`src/rtl/dmr_instr_fork_join_pkg.sv`:
```
// Shared types for the DMR instruction fork/join stage.
package dmr_pkg;

    // Top-level controller states
    typedef enum logic [1:0] {
        IDLE  = 2'd0,
        WAIT  = 2'd1,
        RETRY = 2'd2
    } fork_join_state_e;

endpackage

```
`src/rtl/dmr_lane_tracker.sv`:
```
// Per-lane completion tracker: remembers whether a lane has answered the
// current fetch and buffers its word so late lanes can be compared against it.
module dmr_lane_tracker #(
    parameter type data_t = logic
) (
    input  logic  clk_i,
    input  logic  rst_ni,
    input  logic  clr_i,        // drop done flag (transaction finished or restarted)
    input  logic  req_valid_i,  // controller wants this lane requested this cycle
    input  logic  ready_i,
    input  data_t data_i,
    output logic  valid_o,      // lane address valid
    output logic  done_o,       // lane done including a handshake this cycle
    output data_t data_o        // buffered word if done earlier, else live word
);

    logic  done_q, done_d;
    data_t buf_q, buf_d;
    logic  hit_s;

    // A lane that already answered is not requested again
    assign valid_o = req_valid_i & ~done_q;
    assign hit_s   = valid_o & ready_i;
    assign done_o  = done_q | hit_s;
    assign data_o  = done_q ? buf_q : data_i;

    // Next-state for done flag and data buffer
    always_comb begin
        done_d = done_q;
        buf_d  = buf_q;
        if (clr_i) begin
            done_d = 1'b0;
        end else if (hit_s) begin
            done_d = 1'b1;
            buf_d  = data_i;
        end else begin
            done_d = done_q;
        end
    end

    // Done flag and data buffer registers
    always_ff @(posedge clk_i or negedge rst_ni) begin
        if (!rst_ni) begin
            done_q <= 1'b0;
            buf_q  <= '0;
        end else begin
            done_q <= done_d;
            buf_q  <= buf_d;
        end
    end

endmodule

```
`src/rtl/dmr_instr_fork_join.sv`:
```
// Forks one instruction fetch to NUM_OUT redundant responders, waits for all
// lanes, and returns the word only when every lane agrees with lane 0.
// Mismatches are retried; exhausted retries or a timeout raise sticky fatal.
module dmr_instr_fork_join
    import dmr_pkg::*;
#(
    parameter type         addr_t        = logic,
    parameter type         data_t        = logic,
    parameter int unsigned NUM_OUT       = 2,
    parameter int unsigned MaxRetries    = 1,
    parameter int unsigned TimeoutCycles = 256
) (
    input  logic                 clk_i,
    input  logic                 rst_ni,
    input  logic                 valid_i,
    output logic                 ready_o,
    input  addr_t                addr_i,
    output data_t                data_o,
    output logic [NUM_OUT-1:0]   valid_o,
    input  logic [NUM_OUT-1:0]   ready_i,
    output addr_t                addr_o [NUM_OUT],
    input  data_t                data_i [NUM_OUT],
    output logic                 error_o,
    output logic                 fatal_o
);

    localparam int unsigned TW = (TimeoutCycles > 1) ? $clog2(TimeoutCycles) : 1;
    localparam int unsigned RW = (MaxRetries > 0) ? $clog2(MaxRetries + 1) : 1;
    localparam logic [TW-1:0] TimerLimit = TW'(TimeoutCycles - 1);

    fork_join_state_e fsm_q, fsm_d;
    addr_t            addr_q, addr_d;
    logic [TW-1:0]    timer_q, timer_d;
    logic [RW-1:0]    retry_q, retry_d;
    logic             fatal_q, fatal_d;

    logic               req_valid_s;
    logic               clr_s;
    logic [NUM_OUT-1:0] lane_valid_s;
    logic [NUM_OUT-1:0] lane_done_s;
    data_t              lane_data_s [NUM_OUT];
    logic               all_done_s;
    logic               match_s;
    logic               active_s;
    logic               req_same_s;
    logic               timeout_s;
    logic               ready_s;
    logic               error_s;

    for (genvar g = 0; g < NUM_OUT; g++) begin : g_lane
        dmr_lane_tracker #(.data_t(data_t)) u_lane (
            .clk_i       (clk_i),
            .rst_ni      (rst_ni),
            .clr_i       (clr_s),
            .req_valid_i (req_valid_s),
            .ready_i     (ready_i[g]),
            .data_i      (data_i[g]),
            .valid_o     (lane_valid_s[g]),
            .done_o      (lane_done_s[g]),
            .data_o      (lane_data_s[g])
        );
        assign valid_o[g] = rst_ni & lane_valid_s[g];
        assign addr_o[g]  = (fsm_q == IDLE) ? addr_i : addr_q;
    end

    assign all_done_s = &lane_done_s;
    assign active_s   = ((fsm_q == IDLE) && valid_i) || (fsm_q == WAIT);
    assign req_same_s = (fsm_q == IDLE) ? valid_i : (valid_i && (addr_i == addr_q));
    assign timeout_s  = (TimeoutCycles != 0) && (fsm_q != IDLE) &&
                        (timer_q == TimerLimit) && !all_done_s;
    // Anything other than staying in WAIT ends (or restarts) lane tracking
    assign clr_s      = (fsm_d != WAIT);

    assign ready_o = rst_ni & ready_s;
    assign error_o = rst_ni & error_s;
    assign fatal_o = fatal_q;
    assign data_o  = lane_data_s[0];

    // Full-word equality of every lane against lane 0
    always_comb begin
        match_s = 1'b1;
        for (int unsigned i = 1; i < NUM_OUT; i++) begin
            match_s = match_s & (lane_data_s[i] == lane_data_s[0]);
        end
    end

    // Output decode: which lanes the controller requests in each state
    always_comb begin
        case (fsm_q)
            IDLE:    req_valid_s = valid_i;
            WAIT:    req_valid_s = 1'b1;
            RETRY:   req_valid_s = 1'b0;
            default: req_valid_s = 1'b0;
        endcase
    end

    // Next-state, completion, mismatch/retry and timeout handling
    always_comb begin
        fsm_d   = fsm_q;
        retry_d = retry_q;
        fatal_d = fatal_q;
        ready_s = 1'b0;
        error_s = 1'b0;
        case (fsm_q)
            IDLE, WAIT: begin
                if (active_s && all_done_s) begin
                    if (match_s) begin
                        ready_s = req_same_s;
                        fsm_d   = IDLE;
                    end else begin
                        error_s = 1'b1;
                        if (32'(retry_q) < MaxRetries) begin
                            retry_d = retry_q + RW'(1);
                            fsm_d   = RETRY;
                        end else begin
                            fatal_d = 1'b1;
                            ready_s = req_same_s;
                            fsm_d   = IDLE;
                        end
                    end
                end else if (timeout_s) begin
                    error_s = 1'b1;
                    fatal_d = 1'b1;
                    fsm_d   = IDLE;
                end else if (active_s) begin
                    fsm_d = WAIT;
                end else begin
                    fsm_d = IDLE;
                end
            end
            RETRY: begin
                if (timeout_s) begin
                    error_s = 1'b1;
                    fatal_d = 1'b1;
                    fsm_d   = IDLE;
                end else begin
                    fsm_d = WAIT;
                end
            end
            default: fsm_d = IDLE;
        endcase
        if (fsm_d == IDLE) begin
            retry_d = '0;
        end else begin
            retry_d = retry_d;
        end
    end

    // Address latch and timer; timer saturates so a retry at the limit still times out
    always_comb begin
        if ((fsm_q == IDLE) && valid_i) begin
            addr_d = addr_i;
        end else begin
            addr_d = addr_q;
        end
        if ((fsm_d == IDLE) || (fsm_q == IDLE)) begin
            timer_d = '0;
        end else if ((TimeoutCycles != 0) && (timer_q != TimerLimit)) begin
            timer_d = timer_q + TW'(1);
        end else begin
            timer_d = timer_q;
        end
    end

    // Controller state registers
    always_ff @(posedge clk_i or negedge rst_ni) begin
        if (!rst_ni) begin
            fsm_q   <= IDLE;
            addr_q  <= '0;
            timer_q <= '0;
            retry_q <= '0;
            fatal_q <= 1'b0;
        end else begin
            fsm_q   <= fsm_d;
            addr_q  <= addr_d;
            timer_q <= timer_d;
            retry_q <= retry_d;
            fatal_q <= fatal_d;
        end
    end

endmodule

```
`config.mk`:
```
export PLATFORM = sky130hd
export DESIGN_NAME = dmr_instr_fork_join
export DESIGN_NICKNAME = d
export VERILOG_FILES = /design/src/rtl/dmr_instr_fork_join_pkg.sv /design/src/rtl/dmr_lane_tracker.sv /design/src/rtl/dmr_instr_fork_join.sv
export SDC_FILE = /design/constraint.sdc
export NUM_CORES = 1
export LEC_CHECK = 0
export ABC_AREA = 0
export BUFFER_PORTS_ARGS = -buffer_cell sky130_fd_sc_hd__buf_2
export CORE_MARGIN = 2
export CORE_UTILIZATION = 58
export CTS_CLUSTER_SIZE = 12
export DETAILED_ROUTE_END_ITERATION = 10
export MAX_ROUTING_LAYER = met4
export PLACE_DENSITY = 0.85
export RECOVER_POWER = 100
export SETUP_SLACK_MARGIN = 0.3
export SKIP_CTS_REPAIR_TIMING = 1
export SLEW_MARGIN = 20
export SYNTH_ARGS = -nofsm -noshare
export SYNTH_HDL_FRONTEND = slang
export SYNTH_SLANG_ARGS = --single-unit
export TNS_END_PERCENT = 1
```
`constraint.sdc`:
```
create_clock -name clk_i -period 2.55 [get_ports clk_i]
set_input_delay 0.3825 -clock clk_i [delete_from_list [all_inputs] [get_ports clk_i]]
set_output_delay 0.3825 -clock clk_i [all_outputs]
set_load 0.02 [all_outputs]
```
==> load_flow_metrics.sql, run 1 <==
INSERT INTO impl_metrics (metric_group, metric, value, unit) VALUES
('die', 'coreArea', '1689', 'um^2'),
('die', 'dieHeight', '45.78', 'um'),
('synth', 'ys_ff_latch', '17', ''),
('setup_path', 'r2r-start', 'g_lane[0].u_lane.done_q$_DFFE_PN0P_', ''),
('synth', 'ys.flop_type', 'dfrtp_1', ''),
('setup_path', 'endpoint_kind', 'primary output', ''),
('global_route', 'grt_antenna_before_repair', '0', ''),
('global_route', 'first_global_vias', '691', ''),
('clocking', 'max-clock-path-buffers', '2', ''),
('flow_run', 'max_cap_violations', '0', ''),
('sta', 'achievable-frequency', '438.3', 'MHz'),
('sta', 'slew_headroom', '32.94', '%'),
('synth', 'synthesis.area_per_instance', '11.12', 'um^2'),
('routing', 'drt_iter0_markers', '26', ''),
('global_route', 'use_met1', '27.37', '%'),
('sta', 'post-route-worst-setup-slack', '0.2684', 'ns'),
('die', 'die-area', '2095', 'um^2'),
('routing', 'drt-wirelength-per-cell', '15.28', 'um'),
('setup_path', 'critPathSlowestCell', 'dfrtp_2', ''),
('synth', 'synth_top_cell_area_share', '42.03', '%'),
('synth', 'yosys.area_share.adder', '1.236', '%'),
('layout', 'layout-drive-gt1-share', '39.83', '%'),
('layout', 'fill_cells', '143', ''),
('synth', 'synth_warnings', '0', ''),
('synth', 'synth_async_sr_flop_share', '100.0', '%'),
('pwr', 'standby_leakage_power', '0.5265', 'nW'),
('setup_path', 'cp_cell_sequence', 'o21ba_4 > a21oi_4 > o2111ai_4 > a21oi_1 > o21a_1 > clkbuf_1', ''),
('synth', 'number_of_flops_mapped_to_enable_cells_by_yosys', '0', ''),
('global_route', 'met2_usage', '30.99', '%'),
('sta', 'final-setup-viol-count', '0', ''),
('clocking', 'cts_max_level', '1', ''),
('synth', 'synth_sequential_area_ratio', '42.03', '%'),
('global_route', 'global_route_hottest_layer', 'met2', ''),
('clocking', 'tritoncts', 'built', ''),
('setup_path', 'timing_startpoint_of_the_critical_path', 'fsm_q[0]$_DFF_PN0_', ''),
('sta', 'post-route-period-util', '89.47', '%'),
('synth', 'yosysMostFrequentCell', 'dfrtp_1', ''),
('sta', 'tightestPinTransition', '1.006', 'ns'),
('global_route', 'first_pass_grt_wire_length', '2.939', 'mm'),
('clocking', 'cts-root-buf', 'clkbuf_4', ''),
('die', 'rows', '15', ''),
('pwr', 'power_density', '1020', 'nW/um^2'),
('pwr', 'post-layout-total-power', '1.203', 'mW'),
('global_route', 'gr-total-overflow', '0', ''),
('clocking', 'cts_buf_count', '3', ''),
('clocking', 'cts.clk_slew.worst_paths', '0.11', 'ns'),
('sta', 'drv_slew', '0', ''),
('routing', 'route.detailed.vias_per_inst', '5.837', ''),
('synth', 'synth.top_cells.by_count', 'dfrtp_1 (17), nor2_1 (11), nand2_1 (7), nor2_2 (5)', ''),
('outcome', 'run_status', 'finished clean', ''),
('placement', 'gpl.final_weighted_congestion', '0.8606', ''),
('setup_path', 'critical_path_maximum_fanout', '6', ''),
('placement', 'placed_area', '1109', 'um^2'),
('layout', 'antennaDiodeCount', '0', ''),
('placement', 'dp_worst_setup_slack', '0.5115', 'ns'),
('layout', 'final_nets', '128', ''),
('synth', 'post_synth_num_cell_types', '41', ''),
('synth', 'compound_cell_area_share_of_the_yosys_netlist', '19.28', '%'),
('setup_path', 'timing.critical_path.arrival', '1.90', 'ns'),
('sta', 'rsz0062_at_grt', 'true', ''),
('placement', 'io_buffers', '15', ''),
('die', 'die-width', '45.78', 'um'),
('global_route', 'maximum_number_of_pins_on_one_net_before_global_route_repair', '20', ''),
('layout', 'layout.cell_area.non_filler', '1180', 'um^2'),
('routing', 'detailroute.via_count', '788', ''),
('global_route', 'groute.layer.met3.usage', '3.968', '%'),
('synth', 'area_share_of_xor_xnor_cells_in_the_synthesized_design', '5.933', '%'),
('die', 'initial_core_util', '59.93', '%'),
('synth', 'synth_nets', '100', ''),
('synth', 'mappedNetlistArea', '1012', 'um^2'),
('global_route', 'global_route.usage.total', '20.55', '%');
-- worst max-delay path: cells and delay by family, from the launching register on --
| kind | cells | cell delay [ns] |
|---|---|---|
| compound gates | 5 | 0.93 |
| flops | 1 | 0.45 |
| buf+inv | 1 | 0.23 |
-- metrics by stage --
stage / utilization (%) / std cells
5_1_grt: 69.85 / 135
4_1_cts: 67.26 / 127
6_report: 69.85 / 135
3_5_place_dp: 65.63 / 123
3_3_place_gp: 65.63 / 123
2_1_floorplan: - / 91
-- routing by layer --
metal	up-vias	part of all wire, %
met1	379	47
li1	382	-
met2	23	48
met3	4	4.1
met4	0	0.92
met5	-	0
-- cell families after synthesis --
| kind of cell | count (synthesis) |
|---|---|
| mux | 8 |
| flops | 17 |
| xor+xnor | 6 |
| fa+ha+maj | 1 |
| buf+inv | 4 |
| compound gates | 17 |
| simple gates | 38 |
-- layout make-up --
type	instances	area, um^2	area share [%]
inverter	3	11.26	0.9544
tap	17	21.27	1.803
clock buffer	3	22.52	1.909
multi-input combinational	70	558.0	47.30
timing repair buffer	24	132.6	11.24
sequential	17	429.2	36.37
clock inverter	1	5.005	0.4242
-- power by group --
| group | total (mW) | internal, mW | switching (mW) |
|---|---|---|---|
| Clock | 0.151 | 0.0584 | 0.0930 |
| Combinational | 0.625 | 0.270 | 0.355 |
| Sequential | 0.426 | 0.350 | 0.0761 |
| Total | 1.20 | 0.679 | 0.524 |
-- state kept, by name, summed over array words and instances, names as in the netlist --
name / cells
g_lane.u_lane.buf_q: 2
addr_q: 1
fsm_q: 2
retry_q: 1
fatal_o: 1
timer_q: 8
g_lane.u_lane.done_q: 2
-- layout by cell type (no fill, tap or decap), types with 3 or more instances in the layout --
| cell | n |
|---|---|
| buf_2 | 10 |
| nor2_2 | 5 |
| nor2_1 | 11 |
| dfrtp_1 | 14 |
| clkbuf_4 | 4 |
| xor2_1 | 4 |
| buf_4 | 7 |
| mux2_2 | 3 |
| dfrtp_2 | 3 |
| clkbuf_1 | 6 |
| nand2_1 | 7 |
-- worst paths after layout --
check	to	slack (ns)	depth (start not counted)
setup / recovery	error_o	0.27	6
hold / removal	timer_q[1]$_DFFE_PN0P_	0.31	2
setup reg to reg	timer_q[2]$_DFFE_PN0P_	0.31	5
hold reg to reg	fatal_o$_DFFE_PN0P_	0.49	1
max in group asynchronous	g_lane[1].u_lane.done_q$_DFFE_PN0P_	1.58	2
min in group clk_i	g_lane[0].u_lane.buf_q$_DFFE_PN0P_	0.31	2
Note: power is estimated with default switching activity, not from simulation.
==> run 2, diff against run 1 <==
--- a/config.mk
+++ b/config.mk
@@ -8,11 +8,11 @@
 export ABC_AREA = 0
 export BUFFER_PORTS_ARGS = -buffer_cell sky130_fd_sc_hd__buf_2
 export CORE_MARGIN = 2
-export CORE_UTILIZATION = 58
+export CORE_UTILIZATION = 49
 export CTS_CLUSTER_SIZE = 12
 export DETAILED_ROUTE_END_ITERATION = 10
 export MAX_ROUTING_LAYER = met4
-export PLACE_DENSITY = 0.85
+export PLACE_DENSITY = 0.77
 export RECOVER_POWER = 100
 export SETUP_SLACK_MARGIN = 0.3
 export SKIP_CTS_REPAIR_TIMING = 1
==> constraint.sdc (replaced) <==
create_clock -name clk_i -period 1.9 [get_ports clk_i]
set_input_delay 0.285 -clock clk_i [delete_from_list [all_inputs] [get_ports clk_i]]
set_output_delay 0.285 -clock clk_i [all_outputs]
set_load 0.02 [all_outputs]
==> run 2 against run 1 <==
  * The run now ends with negative setup slack left
  * Setup slack worse by 0.42 ns
  * Utilization down 3.1 points
  * Non-clock buffer count up 4
  * Cell count up 10%
  * Via count up 1.9%
  * Critical endpoint unchanged
==> load_flow_metrics.sql, run 2 (same netlist as run 1, synthesis figures left out) <==
INSERT INTO impl_metrics (metric_group, metric, value, unit) VALUES
('layout', 'final_nets', '132', ''),
('routing', 'drt-wirelength-per-cell', '14.95', 'um'),
('clocking', 'clock_sink_count', '17', ''),
('routing', 'drt_iter0_markers', '13', ''),
('layout', 'largest_register_ffs', '8', ''),
('layout', 'finalNonFillerCells', '149', ''),
('global_route', 'grt_antenna_before_repair', '0', ''),
('pwr', 'standby_leakage_power', '0.5697', 'nW'),
('pwr', 'power_density', '1371', 'nW/um^2'),
('clocking', 'cts.clk_slew.worst_paths', '0.12', 'ns'),
('routing', 'route.detailed.vias_per_inst', '5.389', ''),
('flow_run', 'max_cap_violations', '0', ''),
('placement', 'gpl.final_weighted_congestion', '0.8164', ''),
('layout', 'layout-drive-gt1-share', '50.00', '%'),
('placement', 'dp_worst_setup_slack', '0.07629', 'ns'),
('clocking', 'cts_max_level', '1', ''),
('global_route', 'first_pass_grt_wire_length', '3.456', 'mm'),
('die', 'dieHeight', '49.45', 'um'),
('clocking', 'max-clock-path-buffers', '2', ''),
('setup_path', 'critPathSlowestCell', 'dfrtp_2', ''),
('min_path', 'min-delay-path-class', 'input pin to flip-flop', ''),
('placement', 'place_inst', '139', ''),
('layout', 'regMostFlops', 'timer_q', ''),
('setup_path', 'worstPathBufferInverterCount', '3', ''),
('global_route', 'gr-total-overflow', '0', ''),
('setup_path', 'critical_path_maximum_fanout', '3', ''),
('routing', 'remaining_drc_errors', '0', ''),
('sta', 'final.min_clock_period', '2.047', 'ns'),
('die', 'coreArea', '1962', 'um^2'),
('sta', 'drv_slew', '0', ''),
('die', 'die-width', '49.45', 'um'),
('sta', 'slew_headroom', '47.08', '%'),
('global_route', 'maximum_number_of_pins_on_one_net_before_global_route_repair', '20', ''),
('setup_path', 'timing.critical_path.arrival', '1.76', 'ns'),
('layout', 'mostFrequentLayoutCells', 'dfrtp_1 (14), buf_4 (14), nor2_1 (11)', ''),
('die', 'ios', '16', ''),
('outcome', 'failed_checks', 'negative setup slack', ''),
('setup_path', 'cp.required', '1.62', 'ns'),
('sta', 'tightestPinTransition', '0.7912', 'ns'),
('clocking', 'tritoncts', 'built', ''),
('routing', 'drt_first_pass_iters', '4', ''),
('sta', 'post-route-worst-setup-slack', '-0.1471', 'ns'),
('routing', 'ant_nets', '0', ''),
('die', 'rows', '16', ''),
('setup_path', 'endpoint_kind', 'primary output', ''),
('layout', 'final_core_util', '66.77', '%'),
('sta', 'post-route-period-util', '107.7', '%'),
('global_route', 'global_route.usage.total', '19.69', '%'),
('placement', 'post-dp-hpwl', '1.605', 'mm'),
('layout', 'area_growth', '29.42', '%'),
('setup_path', 'cp_cell_sequence', 'buf_4 > nor2_1 > inv_1 > o2111ai_4 > a21oi_2 > o21a_2 > buf_6', ''),
('routing', 'detailroute.via_count', '803', ''),
('clocking', 'worstSkewPairLatency', '0.31', 'ns'),
('setup_path', 'crit_type', 'flip-flop to primary output', ''),
('clocking', 'cts-root-buf', 'clkbuf_4', ''),
('clocking', 'cts_buf_count', '3', ''),
('die', 'die-area', '2445', 'um^2'),
('setup_path', 'start_kind', 'flip-flop', ''),
('pwr', 'power.ir.vdd_worst', '0.0008769', 'V'),
('setup_path', 'critical-path-max-stage-delay', '0.43', 'ns'),
('sta', 'timing.final.hold_violations', '0', ''),
('sta', 'fin_worst_skew', '0.01435', 'ns'),
('outcome', 'run_status', 'finished with violations', ''),
('setup_path', 'critical_path.top_delay_family', 'flip-flops', ''),
('sta', 'final-setup-viol-count', '2', ''),
('pwr', 'post-layout-total-power', '1.795', 'mW'),
('layout', 'antennaDiodeCount', '0', ''),
('global_route', 'first_global_vias', '771', ''),
('sta', 'rsz0062_at_grt', 'true', ''),
('routing', 'wirelength', '2.228', 'mm'),
('sta', 'achievable-frequency', '488.5', 'MHz'),
('die', 'initial_core_util', '51.59', '%'),
('placement', 'io_buffers', '15', '');
run 2: cell count changes in the layout (fill, tap and decap cells not counted), sizes merged:
cell | before | now
clkinv | 1 | 0
clkbuf | 10 | 4
buf | 17 | 26
clkinvlp | 0 | 1
dlygate4sd3 | 0 | 1
run 2: final timing paths:
kind / start / endpoint / slack (ns) / depth (start not counted)
setup / recovery: fsm_q[0]$_DFF_PN0_ / error_o / -0.15 / 7
max in group asynchronous: rst_ni / g_lane[0].u_lane.done_q$_DFFE_PN0P_ / 0.59 / 3
hold / removal: data_i[0] / g_lane[1].u_lane.buf_q$_DFFE_PN0P_ / 0.22 / 2
hold reg to reg: fatal_o$_DFFE_PN0P_ / fatal_o$_DFFE_PN0P_ / 0.49 / 1
setup reg to reg: fsm_q[0]$_DFF_PN0_ / timer_q[4]$_DFFE_PN0P_ / 0.07 / 7
min in group asynchronous: rst_ni / timer_q[3]$_DFFE_PN0P_ / 0.75 / 3
run 2: metal layers:
metal  track usage (%)  part of all wire (%)  vias to the layer above
li1                  -                     -                      391
met1             22.86                    44                      391
met2             32.66                    50                       17
met3             5.758                   3.7                        4
met4             6.944                   1.6                        0
met5                 -                     0                        -
run 2: area by class of cell:
| class | instances | area (um^2) |
|---|---|---|
| repair buffers | 28 | 191.4 |
| multi-input cells | 70 | 614.3 |
| clock inverters | 1 | 7.507 |
| inverters | 3 | 11.26 |
| flip-flops and latches | 17 | 429.2 |
| well taps | 27 | 33.78 |
| clock buffers | 3 | 22.52 |
| fillers | 175 | 651.9 |
run 2: where the power goes:
group	internal, mW	switching (mW)	total, mW
logic	0.456	0.577	1.03
clock network	0.0803	0.132	0.212
registers	0.469	0.0804	0.550
total	1.01	0.789	1.80
run 2: per-stage QoR:
step | cell area, um^2 | setup TNS [ns] | hold slack (ns)
global placement | 1216 | 0 | 0.3046
detailed placement | 1216 | 0 | 0.3041
CTS | 1246 | -0.4068 | -0.03788
global route | 1310 | -0.4898 | 0.2158
floorplan | 1062 | 0 | -0.01059
finish | 1310 | -0.2263 | 0.2190
